===== src/rtl/dcache_store_buffer_pkg.sv =====
// Shared store-buffer types: store-type encoding, buffered entry payload and a
// strobe-to-byte-mask helper.
package dcache_store_buffer_pkg;

  // size in [3:2], left_or_right in [1:0] of the 4-bit st_type port
  typedef struct packed {
    logic [1:0] size;
    logic [1:0] left_or_right;
  } store_type_t;

  localparam logic [1:0] STORETYPE_SB = 2'b00;
  localparam logic [1:0] STORETYPE_SH = 2'b01;
  localparam logic [1:0] STORETYPE_SW = 2'b10;

  localparam logic [1:0] LR_NONE  = 2'b00;
  localparam logic [1:0] LR_RIGHT = 2'b01;
  localparam logic [1:0] LR_LEFT  = 2'b10;

  typedef struct packed {
    logic [3:0]  wstrb;
    logic [31:0] wdata;
  } sb_entry_t;

  function automatic logic [31:0] strb_to_mask(input logic [3:0] s);
    return {{8{s[3]}}, {8{s[2]}}, {8{s[1]}}, {8{s[0]}}};
  endfunction

endpackage


===== src/rtl/dcache_store_buffer_align.sv =====
// Combinational store alignment: turns a store type, byte offset and rt value
// into a word write with byte strobes; unstrobed bytes come out as zero.
module dcache_store_buffer_align
  import dcache_store_buffer_pkg::*;
(
  input  logic [3:0]  st_type,
  input  logic [1:0]  byte_off,
  input  logic [31:0] st_rt,
  output logic [3:0]  wstrb,
  output logic [31:0] wdata,
  output logic        legal
);

  store_type_t st;
  logic [31:0] raw;

  assign st = store_type_t'(st_type);

  // Strobe and unmasked lane data for every legal store flavour
  always_comb begin
    wstrb = 4'b0000;
    raw   = 32'h0000_0000;
    legal = 1'b1;
    case (st.left_or_right)
      LR_LEFT: begin
        case (byte_off)
          2'b00:   begin wstrb = 4'b0001; raw = {24'h00_0000, st_rt[31:24]}; end
          2'b01:   begin wstrb = 4'b0011; raw = {16'h0000, st_rt[31:16]}; end
          2'b10:   begin wstrb = 4'b0111; raw = {8'h00, st_rt[31:8]}; end
          default: begin wstrb = 4'b1111; raw = st_rt; end
        endcase
      end
      LR_RIGHT: begin
        case (byte_off)
          2'b00:   begin wstrb = 4'b1111; raw = st_rt; end
          2'b01:   begin wstrb = 4'b1110; raw = {st_rt[23:0], 8'h00}; end
          2'b10:   begin wstrb = 4'b1100; raw = {st_rt[15:0], 16'h0000}; end
          default: begin wstrb = 4'b1000; raw = {st_rt[7:0], 24'h00_0000}; end
        endcase
      end
      LR_NONE: begin
        case (st.size)
          STORETYPE_SB: begin
            wstrb = 4'b0001 << byte_off;
            raw   = {4{st_rt[7:0]}};
          end
          STORETYPE_SH: begin
            // odd halfword offsets are trapped upstream, so only byte_off[1] matters
            if (byte_off[1]) begin
              wstrb = 4'b1100;
            end else begin
              wstrb = 4'b0011;
            end
            raw = {2{st_rt[15:0]}};
          end
          STORETYPE_SW: begin
            wstrb = 4'b1111;
            raw   = st_rt;
          end
          default: begin
            legal = 1'b0;
          end
        endcase
      end
      default: begin
        legal = 1'b0;
      end
    endcase
  end

  assign wdata = raw & strb_to_mask(wstrb);

endmodule


===== src/rtl/dcache_store_buffer_chk.sv =====
// Simulation checks for the store buffer: illegal store types and occupancy bound.
module dcache_store_buffer_chk #(
  parameter int DEPTH = 4,
  parameter int CW    = 3
) (
  input logic          clk,
  input logic          rst,
  input logic          st_valid,
  input logic          legal,
  input logic [CW-1:0] count
);

  illegal_store_type: assert property (@(posedge clk) disable iff (rst) st_valid |-> legal);

  count_in_range: assert property (@(posedge clk) disable iff (rst) count <= CW'(DEPTH));

endmodule


===== src/rtl/dcache_store_buffer.sv =====
// Store buffer between MEM2 and the D-cache write port: aligns committed stores
// and drains them in order. Define DCACHE_SB_FWD_EN for store-to-load forwarding.
module dcache_store_buffer
  import dcache_store_buffer_pkg::*;
#(
  parameter int DEPTH = 4,
  parameter int AW    = 32
) (
  input  logic                   clk,
  input  logic                   rst,
  input  logic                   st_valid,
  input  logic [3:0]             st_type,
  input  logic [AW-1:0]          st_addr,
  input  logic [31:0]            st_rt,
  output logic                   st_ready,
  output logic                   wr_valid,
  output logic [AW-1:0]          wr_addr,
  output logic [3:0]             wr_wstrb,
  output logic [31:0]            wr_wdata,
  input  logic                   wr_ready,
  output logic                   sb_empty,
  output logic [$clog2(DEPTH):0] sb_count
`ifdef DCACHE_SB_FWD_EN
  ,
  input  logic [AW-1:0]          ld_addr,
  output logic [3:0]             fwd_mask,
  output logic [31:0]            fwd_data
`endif
);

  localparam int PW = $clog2(DEPTH);
  localparam int CW = PW + 1;
  localparam logic [PW-1:0] PTR_ONE  = PW'(1'b1);
  localparam logic [CW-1:0] CNT_ONE  = CW'(1'b1);
  localparam logic [CW-1:0] CNT_FULL = CW'(DEPTH);

  logic [AW-1:0] addr_mem [DEPTH];
  sb_entry_t     ent_mem  [DEPTH];
  logic [PW-1:0] head;
  logic [PW-1:0] tail;
  logic [CW-1:0] count;

  logic          legal;
  logic [3:0]    al_wstrb;
  logic [31:0]   al_wdata;
  logic          push;
  logic          pop;

  dcache_store_buffer_align u_align (
    .st_type  (st_type),
    .byte_off (st_addr[1:0]),
    .st_rt    (st_rt),
    .wstrb    (al_wstrb),
    .wdata    (al_wdata),
    .legal    (legal)
  );

  dcache_store_buffer_chk #(.DEPTH(DEPTH), .CW(CW)) u_chk (
    .clk      (clk),
    .rst      (rst),
    .st_valid (st_valid),
    .legal    (legal),
    .count    (count)
  );

  // st_ready depends only on count, so a full buffer never accepts even while draining
  assign st_ready = (count != CNT_FULL);
  assign wr_valid = (count != '0);
  assign sb_empty = (count == '0);
  assign sb_count = count;
  assign push     = st_valid && st_ready && legal;
  assign pop      = wr_valid && wr_ready;

  // FIFO storage, pointers and occupancy; storage is cleared so wr_* reads zero after reset
  always_ff @(posedge clk or posedge rst) begin
    if (rst) begin
      head  <= '0;
      tail  <= '0;
      count <= '0;
      for (int i = 0; i < DEPTH; i++) begin
        addr_mem[i] <= '0;
        ent_mem[i]  <= '0;
      end
    end else begin
      if (push) begin
        addr_mem[tail] <= {st_addr[AW-1:2], 2'b00};
        ent_mem[tail]  <= '{wstrb: al_wstrb, wdata: al_wdata};
        tail           <= tail + PTR_ONE;
      end
      if (pop) begin
        head <= head + PTR_ONE;
      end
      if (push && !pop) begin
        count <= count + CNT_ONE;
      end else if (pop && !push) begin
        count <= count - CNT_ONE;
      end
    end
  end

  assign wr_addr  = addr_mem[head];
  assign wr_wstrb = ent_mem[head].wstrb;
  assign wr_wdata = ent_mem[head].wdata;

`ifdef DCACHE_SB_FWD_EN
  logic [PW-1:0] idx;

  // Walk oldest to youngest so the youngest matching entry owns each lane
  always_comb begin
    fwd_mask = 4'b0000;
    fwd_data = 32'h0000_0000;
    idx      = head;
    for (int k = 0; k < DEPTH; k++) begin
      idx = head + PW'(k);
      if ((CW'(k) < count) && (addr_mem[idx][AW-1:2] == ld_addr[AW-1:2])) begin
        for (int b = 0; b < 4; b++) begin
          if (ent_mem[idx].wstrb[b]) begin
            fwd_mask[b]          = 1'b1;
            fwd_data[8*b +: 8]   = ent_mem[idx].wdata[8*b +: 8];
          end else begin
            fwd_mask[b]          = fwd_mask[b];
          end
        end
      end else begin
        fwd_mask = fwd_mask;
      end
    end
  end
`endif

endmodule

===== config.mk =====
export PLATFORM = sky130hd
export DESIGN_NAME = dcache_store_buffer
export DESIGN_NICKNAME = d
export VERILOG_FILES = /design/src/rtl/dcache_store_buffer_pkg.sv /design/src/rtl/dcache_store_buffer_align.sv /design/src/rtl/dcache_store_buffer_chk.sv /design/src/rtl/dcache_store_buffer.sv
export SDC_FILE = /design/constraint.sdc
export NUM_CORES = 1
export LEC_CHECK = 0
export ABC_AREA = 1
export CORE_ASPECT_RATIO = 0.6
export CORE_UTILIZATION = 40
export CTS_CLUSTER_DIAMETER = 100
export DETAILED_ROUTE_END_ITERATION = 10
export SKIP_LAST_GASP = 1
export SLEW_MARGIN = 20
export SYNTH_ARGS = -nofsm -noshare
export SYNTH_HDL_FRONTEND = slang
export SYNTH_SLANG_ARGS = --single-unit

===== constraint.sdc =====
create_clock -name clk -period 9.2 [get_ports clk]
set_clock_uncertainty 0.15 [all_clocks]
set_input_delay 1.38 -clock clk [delete_from_list [all_inputs] [get_ports clk]]
set_output_delay 1.38 -clock clk [all_outputs]
set_load 0.005 [all_outputs]

Word-level counts from Yosys, hierarchy flattened

Cells that the tools add are included.

Flip-flop bits (word level): 279
Input bits: 72
Output and inout bits: 74
Word-level logic and storage cells: 74

Add/subtract/negate cells: 4
Magnitude comparators: 3
Equality and inequality tests: 7
Shift operators: 1
Muxes and demuxes: 25
Bitwise operators: 3
Reductions and logical operators: 16

Operators with widths:

| operator                                                           | number |
|---|---|
| 32-bit one-hot mux with 3 select lines                             | 4 |
| 144-bit bitwise mux                                                | 1 |
| 128-bit bitwise mux                                                | 1 |
| 36-bit two-way mux                                                 | 3 |
| 32-bit two-way mux                                                 | 3 |
| 36-bit binary-select mux with 2-bit select                         | 1 |
| 36-bit demux with 2-bit select                                     | 1 |
| 32-bit binary-select mux with 2-bit select                         | 1 |
| 32-bit demux with 2-bit select                                     | 1 |
| 4-bit one-hot mux with 3 select lines                              | 3 |
| 32-bit AND                                                         | 1 |
| 3-bit one-hot mux with 3 select lines                              | 1 |
| 2-bit by 1-bit == test with 1-bit output (second input constant)   | 3 |
| 2-bit == test (second input constant)                              | 3 |
| 3-bit greater-or-equal comparator (second input constant)          | 2 |
| 1-bit logical AND                                                  | 6 |
| 2-bit zero test                                                    | 3 |
| 3-bit two-way mux                                                  | 2 |
| 2-bit inverter with 3-bit output                                   | 2 |
| 2-bit by 1-bit adder with 2-bit output (second input constant)     | 2 |
| 4-bit two-way mux                                                  | 1 |
| 1-bit by 2-bit left shift with 4-bit output (first input constant) | 1 |
| 3-bit by 1-bit adder with 3-bit output (second input constant)     | 1 |
| 3-bit zero test                                                    | 1 |
| 10 further kinds                                                   | 11 |

Depth between registers and ports, before layout

Gate-level depths: netlist of the first run.

Depth in word-level cells: 9
Mapped depth: 12
Mapped depth without buffers: 12

Cells and area by module

From an unflattened synthesis of the first run, not the netlist that was laid out.

Cell total of the unflattened synthesis: 2,151
Area total of the unflattened synthesis: 15,444.8 µm²

Modules (own cells, without submodules):

| module                    | instances | cells an instance | area an instance (µm²) | sequential area each (µm²) |
|---|---|---|---|---|
| dcache_store_buffer       | 1         | 1,672             | 13,266.5               | 6,781.5 |
| dcache_store_buffer_align | 1         | 479               | 2,178.3                | 0.0 |

Least setup slack after synthesis of the first run

OpenSTA, ideal clock, no wires.

Kind: input to register
From: in st_type[0]
To: reg count[2] (netlist: sb_count[2])
Library setup time: 0.131 ns
Arrival: 3.108 ns
Data required time: 8.919 ns
Slack: 5.811 ns
Stages: 11
Path buffers: 1
Path through: ha_1 clkbuf_2 nor2_2 nand3_4 inv_1 ha_1 inv_1 fa_1 a21oi_1 o21ai_0 xor2_1

Word-level cells in the longest chain between the ends: 7
Elaborated cells between the ends (all ways): 11
Those cells by class: eq/ne (2); mux (2); reduce/logical (7)

RTL lines:

| what                                                                      | RTL line                        | source |
|---|---|---|
| start, declared                                                           | dcache_store_buffer.sv:12       | `input logic [3:0] st_type,` |
| 2-bit == test or 2-bit by 1-bit == test with 1-bit output (tied branches) | dcache_store_buffer_align.sv:24 | `case (st.left_or_right)` |
| 2-bit OR reduction (no line)                                              | -                               |  |
| 1-bit one-hot mux with 2 select lines (*)                                 | dcache_store_buffer_align.sv:24 |  |
| 1-bit logical AND (*)                                                     | dcache_store_buffer.sv:71       | `assign push = st_valid && st_ready && legal;` |
| named net push                                                            | dcache_store_buffer.sv:46       | `logic push;` |
| 1-bit zero test                                                           | dcache_store_buffer.sv:95       | `end else if (pop && !push) begin` |
| 1-bit logical AND                                                         | dcache_store_buffer.sv:95       |  |
| 2-bit nonzero test (no line)                                              | -                               |  |
| end signal, assigned                                                      | dcache_store_buffer.sv:94       | `count <= count + CNT_ONE;` |
| end signal, assigned                                                      | dcache_store_buffer.sv:96       | `count <= count - CNT_ONE;` |
| end, declared                                                             | dcache_store_buffer.sv:41       | `logic [CW-1:0] count;` |

Mark *: on every way through the listed nets, which the timed path passes. The rest lies on a longest branch.
A chain may end at the register's enable or synchronous reset.

Worst setup path after layout of the first run

From: reg head[0]
To: out wr_wdata[1]

Word-level cells in the longest chain between the ends: 4

RTL lines:

| what                                                   | RTL line                   | source |
|---|---|---|
| start, declared                                        | dcache_store_buffer.sv:39  | `logic [PW-1:0] head;` |
| start signal, assigned                                 | dcache_store_buffer.sv:91  | `head <= head + PTR_ONE;` |
| 2-bit inverter with 3-bit output (not written as such) | dcache_store_buffer.sv:103 | `assign wr_wdata = ent_mem[head].wdata;` |
| 36-bit binary-select mux with 2-bit select             | dcache_store_buffer.sv:103 |  |
| 36-bit two-way mux (not written as such) (2 in a row)  | dcache_store_buffer.sv:103 |  |
| end, declared                                          | dcache_store_buffer.sv:19  | `output logic [31:0] wr_wdata,` |

Every way passes these cells. The select of a mux whose other input is x is not followed.

==> flow_summary.json, run 1 <==
{
  "cts_hold_buf": 0,
  "worstPathRequired_ns": 7.67,
  "n_antenna_cell": 0,
  "combPwrFrac": 0.417,
  "ir_drop_uv": 157,
  "wire_per_inst_um": 18.8,
  "cts_setup_buffers": 0,
  "grt_pass1_wl_mm": 74.3,
  "cp-endpoint": "wr_wdata[1]",
  "layout-drive-gt1-share": 0.0494,
  "sequentialPowerShare": 0.364,
  "fin_crit_ns": 5.51,
  "finalSetupViolCount": 0,
  "syn2layout_area_growth_pct": 15.6,
  "fillers": 3517,
  "rsz0062_at_grt": "false",
  "timing.rr.end": "ent_mem[68]",
  "fmax_mhz": 182,
  "start_util": 0.410,
  "postRouteAntennaNets": 0,
  "powerDensity_nw_per_um2": 314,
  "dp_hpwl_mm": 27.1,
  "holdCritPathClass": "flop to flop",
  "grt_max_degree": 137,
  "via_per_inst": 5.40,
  "die_area_um2": 37100,
  "final_common_cell": "nand2_1",
  "clkLatencyLatePin_ns": 0.56,
  "whs_ns": 0.315,
  "timing.rr.start": "sb_count[0]",
  "p_leak_nw": 8.47,
  "synth_warnings": 0,
  "cts_resized": 0,
  "final_cell_mix": "nand2_1, dfrtp_1, nand3_1",
  "htree_levels": 1,
  "r2r_cells": 9,
  "path_class": "flop to output port",
  "clock-sinks": 271,
  "maxCapViolCount": 0,
  "gp_congestion": 0.882,
  "finalMaxSlewViolations": 0,
  "ios": 146,
  "synth_cell_types": 32,
  "postLayoutCoreUtil": 0.474,
  "antenna_found_initial": 1,
  "io_buffers": 143,
  "die-height_um": 150,
  "power_frac_clock": 0.218,
  "period_share": 0.598,
  "drt_iter0_markers": 1130,
  "critPathMaxStageDelay_ns": 0.83,
  "globalRouteTotalUtil": 0.255,
  "status": "finished, final reports clean",
  "start_kind": "flop",
  "vias": 13600,
  "std_cell_rows": 53,
  "crit_arrival_ns": 3.98,
  "power.switching_w": 0.00203,
  "multi_input_area_um2": 6630,
  "tightest_slew_ns": 1.08,
  "root_buffer": "clkbuf_16",
  "ff2ff_setup_slack_ns": 6.12,
  "gr-total-overflow": 0,
  "regArea_um2": 6790,
  "clockBufferDepth": 3,
  "internal_power_w": 0.00324,
  "cts_buffers": 28,
  "ys_ff_latch": 271,
  "drc_errors": 0,
  "critPathSlowestCell": "buf_4",
  "worstPathCellList": "inv_4 -> buf_4 -> o21ai_0 -> o22ai_1 -> clkdlybuf4s50_1",
  "die_x_um": 248,
  "first_global_vias": 13000,
  "critPathMaxFanout": 79,
  "drtPass1Iterations": 5,
  "p_sw_frac": 0.385,
  "crit_start": "head[0]",
  "avgSynthCellArea_um2": 7.34,
  "path_clk_slew_ns": 0.07,
  "cts_tree": "built",
  "fin_tns_setup_ns": 0,
  "critical_path.endpoint_type": "output port",
  "finalNetCount": 2109,
  "routed_wl_mm": 47.2,
  "core-area_um2": 35300,
  "syn_area_um2": 14500,
  "hold_viol_final": 0,
  "syn_inst": 1977,
  "synth_seq_area_share": 0.468,
  "relSlewSlack": 0.283
}
==> cells by family (layout without fill, tap and decap cells) <==
kind of cell | Yosys count | in the layout | share of synthesized area
AND/OR/NAND/NOR | 1210 | 1210 | 0.343
adder cells (fa/ha/maj) | 10 | 10 | 0.00914
buffers and inverters | 207 | 275 | 0.0757
AO/OA/AOI/OAI | 274 | 274 | 0.102
other | 1 | 2 | 0.000259
flip-flops | 271 | 271 | 0.468
XOR/XNOR | 4 | 4 | 0.00242
==> synthesized netlist by cell type <==
| cell type | number | share of area |
|---|---|---|
| nand2_1 | 817 | 0.21 |
| dfrtp_1 | 271 | 0.47 |
| nand3_1 | 187 | 0.065 |
| o21ai_0 | 180 | 0.062 |
| nor2_1 | 147 | 0.038 |
| o22ai_1 | 60 | 0.026 |
| inv_1 | 57 | 0.015 |
| clkbuf_1 | 48 | 0.012 |
| buf_2 | 37 | 0.013 |
| nand4_1 | 35 | 0.015 |
| buf_4 | 25 | 0.013 |
| a21oi_1 | 24 | 0.0083 |
| buf_6 | 24 | 0.019 |
| ha_1 | 9 | 0.0078 |
| inv_2 | 9 | 0.0023 |
| nand2_2 | 8 | 0.0035 |
| or2_2 | 7 | 0.0030 |
| nor2_4 | 6 | 0.0047 |
| buf_1 | 5 | 0.0013 |
| o21a_1 | 5 | 0.0026 |
| xor2_1 | 3 | 0.0018 |
| a21oi_4 | 2 | 0.0022 |
| o21ai_1 | 2 | 0.00069 |
| clkbuf_2 | 1 | 0.00034 |
| clkinv_1 | 1 | 0.00026 |
| conb_1 | 1 | 0.00026 |
| fa_1 | 1 | 0.0014 |
| nand3_2 | 1 | 0.00069 |
| nand3_4 | 1 | 0.0012 |
| nor2_2 | 1 | 0.00043 |
| o211ai_1 | 1 | 0.00052 |
| xnor2_1 | 1 | 0.00060 |
==> sequential cells by signal, indices dropped and copies added (netlist names) <==
signal / flops
tail: 2
sb_count: 3
addr_mem: 120
head: 2
ent_mem: 144
==> layout make-up <==
cell class                 instances  share of cell area
sequential                       271               0.405
multi-input combinational       1500               0.395
timing repair buffer             159              0.0945
clock buffer                      40              0.0499
tap                              467              0.0349
inverter                          67              0.0159
clock inverter                     9             0.00470
==> how the worst min path moves through the flow <==
| stage | start | endpoint | slack, ns | cells after the start |
|---|---|---|---|---|
| 3_3_place_gp | addr_mem[28] | addr_mem[28] | 0.30 | 2 |
| 4_1_cts | addr_mem[85] | addr_mem[85] | 0.32 | 2 |
| 3_5_place_dp | addr_mem[94] | addr_mem[94] | 0.30 | 2 |
| 2_1_floorplan | addr_mem[63] | addr_mem[63] | 0.29 | 2 |
| 6_report | addr_mem[85] | addr_mem[85] | 0.31 | 2 |
| 5_1_grt | addr_mem[23] | addr_mem[23] | 0.33 | 2 |
==> worst max-delay path, delay by kind of cell, from the launching register on <==
kind / cells / cell delay (ns)
buffers and inverters: 3 / 2.04
DFF: 1 / 0.73
AOI/OAI and AO/OA: 2 / 0.57
==> routing by layer <==
metal	part of all wire	vias up	global-route usage
met3	0.073	72	0.0430
met5	0.00028	-	0
met2	0.43	466	0.375
met4	0.018	2	0.0552
li1	-	6473	-
met1	0.48	6547	0.390
==> power groups by stage <==
stage	registers, W	logic (W)	clock network (W)
after detailed placement	0.00193	0.00220	0
final	0.00192	0.00220	0.00115
after floorplan	0.00184	0.00128	0
after global placement	0.00192	0.00217	0
after global routing	0.00198	0.00245	0.00122
after CTS	0.00192	0.00221	0.00118
==> metrics by stage <==
| stage | worst slack [ns] | area [um2] | instances | power, W |
|---|---|---|---|---|
| floorplan | 0.203 | 14500 | 1978 | 0.00312 |
| global placement | 4.00 | 15800 | 2463 | 0.00409 |
| detailed placement | 3.86 | 15800 | 2463 | 0.00413 |
| CTS | 3.75 | 16700 | 2512 | 0.00530 |
| global route | 3.49 | 16800 | 2513 | 0.00565 |
| finish | 3.69 | 16800 | 2513 | 0.00527 |
Note: power is estimated with default switching activity, not from simulation.
==> run 2, diff against run 1 <==
clock period = 5.2 ns   (was 9.2 ns; I/O delays follow)
==> flow_summary.json, run 2 (synthesis gave the netlist of run 1 again) <==
{
  "status": "finished, final reports clean",
  "dp_hpwl_mm": 28.5,
  "relSlewSlack": 0.283,
  "hp-start": "addr_mem[38]",
  "p_leak_nw": 8.50,
  "finalSetupViolCount": 0,
  "hold_viol_final": 0,
  "fin_area_um2": 16800,
  "drc_errors": 0,
  "cts_tree": "built",
  "die_area_um2": 37100,
  "postLayoutCoreUtil": 0.476,
  "holdCritPathClass": "flop to flop",
  "globalRouteTotalUtil": 0.255,
  "final_common_cell": "nand2_1",
  "std_cell_rows": 53,
  "root_buffer": "clkbuf_16",
  "critical_path.endpoint_type": "output port",
  "tightest_slew_ns": 1.07,
  "fillers": 3439,
  "first_global_vias": 12900,
  "n_antenna_cell": 0,
  "powerDensity_nw_per_um2": 554,
  "core-area_um2": 35300,
  "routed_wl_mm": 47.1,
  "timing.rr.start": "sb_count[1]",
  "final_cell_mix": "nand2_1, dfrtp_1, nand3_1",
  "ff2ff_setup_slack_ns": 2.53,
  "crit_start": "head[0]",
  "path_class": "flop to output port",
  "io_buffers": 143,
  "clkLatencyLatePin_ns": 0.53,
  "cts_resized": 0,
  "ios": 146,
  "rsz0062_at_grt": "false",
  "clockBufferDepth": 3,
  "die-height_um": 150,
  "start_util": 0.410,
  "gr-total-overflow": 0,
  "fin_crit_ns": 3.88,
  "multi_input_area_um2": 6630,
  "largest_reg_flops": 144,
  "finalMaxSlewViolations": 0,
  "grt_max_degree": 81,
  "finalNetCount": 2117,
  "regMostFlops": "ent_mem",
  "gp_congestion": 0.919,
  "fin_cells": 2521,
  "antenna_found_initial": 0,
  "wire_per_inst_um": 18.7,
  "die_x_um": 248,
  "drtPass1Iterations": 5,
  "htree_levels": 1,
  "layout-drive-gt1-share": 0.0501,
  "grt_pass1_wl_mm": 74.1,
  "postRouteAntennaNets": 0,
  "period_share": 0.746,
  "crit_arrival_ns": 2.95,
  "cts_setup_buffers": 0,
  "regArea_um2": 6790,
  "syn2layout_area_growth_pct": 16.0,
  "via_per_inst": 5.40,
  "fin_tns_setup_ns": 0,
  "worstPathRequired_ns": 4.27,
  "critPathMaxFanout": 80,
  "post-place-cells": 2474,
  "dpl_cell_area_um2": 15900,
  "maxCapViolCount": 0,
  "path_clk_slew_ns": 0.06,
  "fin_total_pwr_w": 0.00932,
  "vias": 13600,
  "clock-sinks": 271,
  "cts_buffers": 26,
  "ir_drop_uv": 518,
  "fmax_mhz": 258,
  "drt_iter0_markers": 1530,
  "cts_hold_buf": 0,
  "start_kind": "flop"
}
-- run 2: routing by layer --
layer  share of wire  vias to the layer above  wire length [um]  global-route usage
met1            0.48                     6541             22500               0.387
met4           0.016                        0               763              0.0469
met2            0.42                      520             19700               0.367
met5               0                        -                 0                   0
met3           0.087                       59              4080              0.0604
li1                -                     6502                 -                   -
-- run 2: layout make-up --
class	instances	area share
Sequential cell	271	0.403
Inverter	67	0.0155
Clock buffer	41	0.0457
Tap cell	467	0.0347
Multi-Input combinational cell	1500	0.394
Timing Repair Buffer	169	0.100
Clock inverter	6	0.00625
-- run 2: worst paths after layout --
kind                           endpoint  depth (start not counted)
hold / removal             addr_mem[38]                          2
setup / recovery            wr_wstrb[3]                          5
min in group asynchronous  addr_mem[26]                          2
setup reg to reg            ent_mem[10]                          8
hold reg to reg            addr_mem[38]                          2
max in group asynchronous       head[0]                          3
-- run 2: where the power goes --
group | internal [W] | switching [W] | total (W)
sequential | 0.00292 | 0.000419 | 0.00334
combinational | 0.00169 | 0.00230 | 0.00398
clock | 0.00116 | 0.000840 | 0.00200
total | 0.00577 | 0.00355 | 0.00932
-- run 2: worst max-delay path: stages, from the launching register on --
cell and delay [ns]:
dfrtp_4 0.49, inv_4 0.63, buf_12 0.29, o21ai_0 0.12
o22ai_1 0.24, clkdlybuf4s50_1 0.57
-- run 2: metrics by stage --
| step | setup WS, ns | hold slack, ns |
|---|---|---|
| 6_report | 1.32 | 0.316 |
| 5_1_grt | 1.21 | 0.333 |
| 4_1_cts | 1.33 | 0.319 |
| 3_5_place_dp | 1.33 | 0.303 |
| 3_3_place_gp | 1.39 | 0.298 |
| 2_1_floorplan | 0.689 | 0.287 |
